==> src/rtl/adder_arb_pkg.sv <==
// Shared types and constants for the round-robin adder arbiter.
//   DATA_W      : datapath width of the shared adder
//   ID_MAX_W    : widest requester tag supported (NUM_REQ up to 16)
//   adder_req_t : operand pair plus add/subtract select
//   adder_rsp_t : registered result plus requester tag
package adder_arb_pkg;

   localparam int unsigned DATA_W   = 32;
   localparam int unsigned ID_MAX_W = 4;

   typedef struct packed {
      logic [DATA_W-1:0] a;
      logic [DATA_W-1:0] b;
      logic              sub;
   } adder_req_t;

   typedef struct packed {
      logic [DATA_W-1:0]   sum;
      logic                carry;
      logic                overflow;
      logic [ID_MAX_W-1:0] id;
   } adder_rsp_t;

endpackage

==> src/rtl/alu_adder.sv <==
// Combinational 32-bit two's-complement add/subtract unit.
//   a_i, b_i   : operands
//   sub_i      : 1 = a - b, 0 = a + b
//   sum_o      : result
//   carry_o    : carry out (for subtract, 1 means no borrow)
//   overflow_o : signed overflow
module alu_adder
   import adder_arb_pkg::*;
(
   input  logic [DATA_W-1:0] a_i,
   input  logic [DATA_W-1:0] b_i,
   input  logic              sub_i,
   output logic [DATA_W-1:0] sum_o,
   output logic              carry_o,
   output logic              overflow_o
);

   logic [DATA_W-1:0] b_eff;
   logic [DATA_W:0]   full;

   // Subtract as a + ~b + 1.
   assign b_eff = sub_i ? ~b_i : b_i;
   assign full  = {1'b0, a_i} + {1'b0, b_eff} + {{DATA_W{1'b0}}, sub_i};

   assign sum_o      = full[DATA_W-1:0];
   assign carry_o    = full[DATA_W];
   assign overflow_o = (a_i[DATA_W-1] == b_eff[DATA_W-1]) &&
                       (sum_o[DATA_W-1] != a_i[DATA_W-1]);

endmodule

==> src/rtl/adder_arbiter.sv <==
// Round-robin arbiter sharing one alu_adder among NUM_REQ requesters.
//   clk, rst_n                   : clock, asynchronous active-low reset
//   req_valid/req_ready          : per-requester handshake (ready is one-hot or zero)
//   req_a/req_b                  : packed operands, requester i at [32*i +: 32]
//   req_sub                      : per-requester subtract select
//   rsp_valid/rsp_ready          : single-entry result register handshake
//   rsp_sum/carry/overflow/id    : registered result and winning requester
//   busy_cnt                     : count of accepted operations, wraps at 2^16
module adder_arbiter
   import adder_arb_pkg::*;
#(
   parameter int unsigned  NUM_REQ = 4,
   localparam int unsigned ID_W    = $clog2(NUM_REQ)
) (
   input  logic                      clk,
   input  logic                      rst_n,
   input  logic [NUM_REQ-1:0]        req_valid,
   output logic [NUM_REQ-1:0]        req_ready,
   input  logic [NUM_REQ*DATA_W-1:0] req_a,
   input  logic [NUM_REQ*DATA_W-1:0] req_b,
   input  logic [NUM_REQ-1:0]        req_sub,
   output logic                      rsp_valid,
   input  logic                      rsp_ready,
   output logic [DATA_W-1:0]         rsp_sum,
   output logic                      rsp_carry,
   output logic                      rsp_overflow,
   output logic [ID_W-1:0]           rsp_id,
   output logic [15:0]               busy_cnt
);

   logic              rsp_valid_q, rsp_valid_d;
   adder_rsp_t        rsp_q, rsp_d;
   logic [ID_W-1:0]   rr_ptr_q, rr_ptr_d;
   logic [15:0]       busy_cnt_q, busy_cnt_d;

   logic              can_accept;
   logic              grant_vld;
   logic [ID_W-1:0]   grant_idx;
   logic              accept;
   adder_req_t        win_req;
   logic [DATA_W-1:0] add_sum;
   logic              add_carry;
   logic              add_ovf;
   logic              unused_id;

   // Draining this cycle frees the slot in the same cycle.
   assign can_accept = !rsp_valid_q || rsp_ready;

   // Round-robin search: first pass covers indices >= rr_ptr, second pass
   // wraps around to the lower indices.
   always_comb begin
      grant_vld = 1'b0;
      grant_idx = '0;
      for (int unsigned i = 0; i < NUM_REQ; i++) begin
         if (!grant_vld && req_valid[i] && (ID_W'(i) >= rr_ptr_q)) begin
            grant_vld = 1'b1;
            grant_idx = ID_W'(i);
         end
      end
      for (int unsigned i = 0; i < NUM_REQ; i++) begin
         if (!grant_vld && req_valid[i]) begin
            grant_vld = 1'b1;
            grant_idx = ID_W'(i);
         end
      end
   end

   assign accept = can_accept && grant_vld;

   // Gated by rst_n so no handshake can complete while reset is held.
   always_comb begin
      req_ready = '0;
      if (rst_n && accept) begin
         req_ready[grant_idx] = 1'b1;
      end
   end

   always_comb begin
      win_req.a   = req_a[grant_idx*DATA_W +: DATA_W];
      win_req.b   = req_b[grant_idx*DATA_W +: DATA_W];
      win_req.sub = req_sub[grant_idx];
   end

   alu_adder u_alu_adder (
      .a_i        (win_req.a),
      .b_i        (win_req.b),
      .sub_i      (win_req.sub),
      .sum_o      (add_sum),
      .carry_o    (add_carry),
      .overflow_o (add_ovf)
   );

   always_comb begin
      rsp_valid_d = rsp_valid_q;
      rsp_d       = rsp_q;
      rr_ptr_d    = rr_ptr_q;
      busy_cnt_d  = busy_cnt_q;
      if (accept) begin
         rsp_valid_d    = 1'b1;
         rsp_d.sum      = add_sum;
         rsp_d.carry    = add_carry;
         rsp_d.overflow = add_ovf;
         rsp_d.id       = ID_MAX_W'(grant_idx);
         // Explicit wrap: NUM_REQ need not be a power of two.
         rr_ptr_d       = (32'(grant_idx) == NUM_REQ - 1) ? '0 : grant_idx + ID_W'(1);
         busy_cnt_d     = busy_cnt_q + 16'd1;
      end else if (rsp_valid_q && rsp_ready) begin
         rsp_valid_d = 1'b0;
      end
   end

   always_ff @(posedge clk or negedge rst_n) begin
      if (!rst_n) begin
         rsp_valid_q <= 1'b0;
         rsp_q       <= '0;
         rr_ptr_q    <= '0;
         busy_cnt_q  <= '0;
      end else begin
         rsp_valid_q <= rsp_valid_d;
         rsp_q       <= rsp_d;
         rr_ptr_q    <= rr_ptr_d;
         busy_cnt_q  <= busy_cnt_d;
      end
   end

   assign rsp_valid    = rsp_valid_q;
   assign rsp_sum      = rsp_q.sum;
   assign rsp_carry    = rsp_q.carry;
   assign rsp_overflow = rsp_q.overflow;
   assign rsp_id       = rsp_q.id[ID_W-1:0];
   assign busy_cnt     = busy_cnt_q;

   // Tag bits above ID_W are always zero.
   assign unused_id = ^rsp_q.id;

endmodule

==> config.mk <==
export PLATFORM = sky130hd
export DESIGN_NAME = adder_arbiter
export DESIGN_NICKNAME = d
export VERILOG_FILES = /design/src/rtl/adder_arb_pkg.sv /design/src/rtl/alu_adder.sv /design/src/rtl/adder_arbiter.sv
export SDC_FILE = /design/constraint.sdc
export NUM_CORES = 1
export LEC_CHECK = 0
export CAP_MARGIN = 30
export CORE_AREA = 2 2 125 127
export CTS_BUF_LIST = sky130_fd_sc_hd__clkbuf_4 sky130_fd_sc_hd__clkbuf_8
export DETAILED_ROUTE_END_ITERATION = 7
export DIE_AREA = 0 0 127 129
export HOLD_SLACK_MARGIN = 0.1
export PLACE_DENSITY = 0.91
export SYNTH_ARGS = -nofsm -noshare
export SYNTH_HDL_FRONTEND = slang
export SYNTH_SLANG_ARGS = --single-unit
==> constraint.sdc <==
create_clock -name clk -period 7.15 [get_ports clk]
set_input_delay 1.43 -clock clk [delete_from_list [all_inputs] [get_ports clk]]
set_output_delay 1.43 -clock clk [all_outputs]
set_load 0.005 [all_outputs]
==> results.yml <==
status:
  status: "completed"
synthesis:
  synthXorXnorAreaFrac_pct: 9.83
  synth-edff-count: 0
  ys_warn_count: 0
  synthSimpleGateAreaFrac_pct: 33.1
  synth.distinct_cells: 53
  yosysSeqAreaShare_pct: 22.1
  synth_compound_area_share_pct: 21.7
  synth_seq_cells: 55
  synthesis.area_mm2: 0.00624
  synthFlopType: "dfrtp_1"
  synth_top_family_by_area: "simple AND/OR/NAND/NOR gates"
  synth.area.top_cells: "dfrtp_1 22%, nand2_1 20%, xnor2_1 7.6%"
  syn_nets: 1234
  synth_mux_area_share_pct: 0.983
  avgSynthCellArea_um2: 6.71
  yosysTopAreaCell: "dfrtp_1"
  synthCells: 930
  synth_fa_ha_area_share_pct: 7.54
  synth-async-reset-ratio_pct: 100
  netlist.area_leader.share_pct: 22.1
setup_path:
  cp.required_ns: 7.32
  cp.depth: 19
  cp_top_family: "compound AO/OA/AOI/OAI gates"
  path_max_fanout: 32
  crit_slowest_cell: "a22o_2"
  cp.buffers_inverters: 2
  cp.arrival_ns: 6.35
  crit_chain: "clkdlybuf4s50_1 -> nand2b_1 -> a211oi_1 -> nor2_4 -> a21oi_1 -> a22o_2 -> mux2_2 -> inv_1 -> fa_1 -> a21o_1 -> a21oi_1 -> o211ai_1 -> nand3_1 -> a31oi_1 -> o22ai_1 -> o31ai_1 -> a21boi_1 -> xor2_1 -> o21ai_0"
  path_common_cell: "a21oi_1"
  crit_path_end_kind: "flip-flop"
  worstSetupPathType: "in -> reg"
  cp-start-kind: "primary input"
  max_stage_delay_ns: 0.74
  ff2ff_path_depth: 19
sta:
  period_needed_ns: 6.18
  finalClockSkew_ns: 0.00483
  rsz0062_at_grt: "false"
  fin_crit_sh_pct: 86.4
  report.final.slew_viol_count: 0
  timing.fmax_ghz: 0.162
  fin_setup_tns_ns: 0
  worst_pin_slew_ns: 0.865
  hold_slack_ns: 0.481
  slew_headroom_pct: 42.3
  setup_violations: 0
  hold_violations: 0
floorplanning:
  dieHeight_um: 129
  rows: 45
  start_util_pct: 41.6
  fp.dieArea_mm2: 0.0164
  ioPinCount: 324
  die_x_um: 127
  core-area_mm2: 0.0150
place:
  place_congestion: 0.977
  io_buffers: 323
  hpwl_um: 19700
global_routing:
  grt_pass1_vias: 7243
  grt_overflow: 0
  antenna_found_initial: 1
  grt.total_usage_pct: 28.8
  grt_pass1_wl_um: 38200
  grt_max_degree: 106
finish:
  area_growth_syn_to_layout_pct: 54.6
  final_common_cell: "nand2_1"
  fin_nets: 1511
  drive_gt1_share_pct: 2.32
  final_cell_mix: "326 x nand2_1, 322 x clkdlybuf4s50_1, 69 x and3_1, 63 x a31oi_1, 55 x dfrtp_1"
routing:
  drc_errors: 0
  dr.pass1.iters: 8
  postRouteAntennaNets: 0
  drt_iter0_drc: 590
  post_drt_wl_per_cell_um: 17.4
  vias: 7765
  wl_um: 24300
  vias_per_cell: 5.56
clock_network:
  clock-root-buffer: "clkbuf_8"
  holdBufCountCts: 0
  clk_path_buf_depth: 2
  postCtsSetupRepairBufs: 0
  cts_buffers: 5
  clk_latency_ns: 0.31
  cts_htree_levels: 2
  numClockSinks: 55
  clk_pin_slew_ns: 0.09
  cts_tree: "yes"
  cts-resized-gates: 0
run:
  maxCapViolCount: 0
pwr:
  power_density_mw_per_mm2: 504
  irDropWorstVdd_mv: 0.257
  p_leak_nw: 4.26
hold_path:
  whs_path_depth: 2
  hold_path_class: "reg -> reg"
-- registers in the layout, summed over array words and instances (netlist names) --
name          flops
rsp_valid         1
rr_ptr_q          2
rsp_carry         1
rsp_overflow      1
rsp_id            2
rsp_sum          32
busy_cnt         16
-- Yosys cell counts (2+ instances only) --
library cell / number
a21o_1: 23
o21ai_0: 44
a22o_1: 4
ha_1: 36
inv_2: 2
and4_1: 2
a31oi_1: 63
o31ai_1: 2
nand2b_1: 6
o211ai_1: 3
inv_1: 12
or4_1: 4
o2111ai_1: 7
o21a_1: 5
and2_1: 4
nor2_1: 26
nor3_1: 5
mux2i_1: 5
a211o_1: 2
a41oi_1: 2
o22ai_1: 2
clkbuf_1: 54
buf_1: 6
o21ai_2: 2
a21boi_1: 3
nand3_1: 19
a21oi_1: 37
a211oi_1: 2
dfrtp_1: 55
xor2_1: 16
o31a_1: 2
and3_1: 69
nand2_1: 326
nand4_1: 8
xnor2_1: 54
-- worst min-delay path, delay by kind of cell, from the launching register on --
kind | cells | cell delay (ns)
flip-flops | 1 | 0.35
AND/OR/NAND/NOR | 2 | 0.11
-- routing by layer --
metal | global-route usage, % | vias to the layer above | part of all wire (%)
li1 | - | 3774 | -
met4 | 8.08 | 0 | 2.7
met5 | 0 | - | 0
met2 | 46.5 | 412 | 46
met3 | 4.24 | 50 | 8.1
met1 | 40.3 | 3529 | 44
-- logic make-up after synthesis --
logic type / after synthesis
DFF: 55
AOI/OAI and AO/OA: 212
xor gates and xnor gates: 70
and+or+nand+nor: 474
adders and majority gates: 37
buffers and inverters: 76
muxes: 6
-- path summary, 6_finish.rpt --
check	startpoint	to	slack, ns
worst max register to register	rr_ptr_q[1]	rsp_sum[30]	2.13
min in group asynchronous	rst_n	rsp_sum[11]	1.13
max in group asynchronous	rst_n	rsp_sum[28]	5.21
worst min-delay path	rsp_sum[18]	rsp_sum[18]	0.48
worst max-delay path	req_valid[3]	rsp_sum[30]	0.97
worst min register to register	rsp_sum[18]	rsp_sum[18]	0.48
-- stage by stage --
stage	setup WS (ns)	std cells	cell area (um2)	utilization, %	power, W
after floorplan	1.94	930	6240	-	0.00338
after global placement	0.917	1388	9550	63.8	0.00450
after detailed placement	0.727	1388	9550	63.8	0.00460
after CTS	1.05	1396	9640	64.4	0.00479
after global routing	0.646	1397	9640	64.4	0.00528
final	0.975	1397	9640	64.4	0.00486
-- final cells by class --
cell class	count	area (um2)
fillers	1320	5330
clock inverters	3	18.8
diodes	1	2.50
multi-input cells	799	4580
well taps	188	235
repair buffers	332	3310
inverters	14	55.1
clock buffers	5	68.8
flip-flops and latches	55	1380
-- power by group --
| part | total, W | switching, W | leakage (nW) | internal (W) |
|---|---|---|---|---|
| clock | 0.000172 | 0.000103 | 0.0483 | 0.0000692 |
| combinational | 0.00415 | 0.00239 | 3.53 | 0.00176 |
| sequential | 0.000540 | 0.0000878 | 0.680 | 0.000452 |
Power figures use the tool's default switching activity.
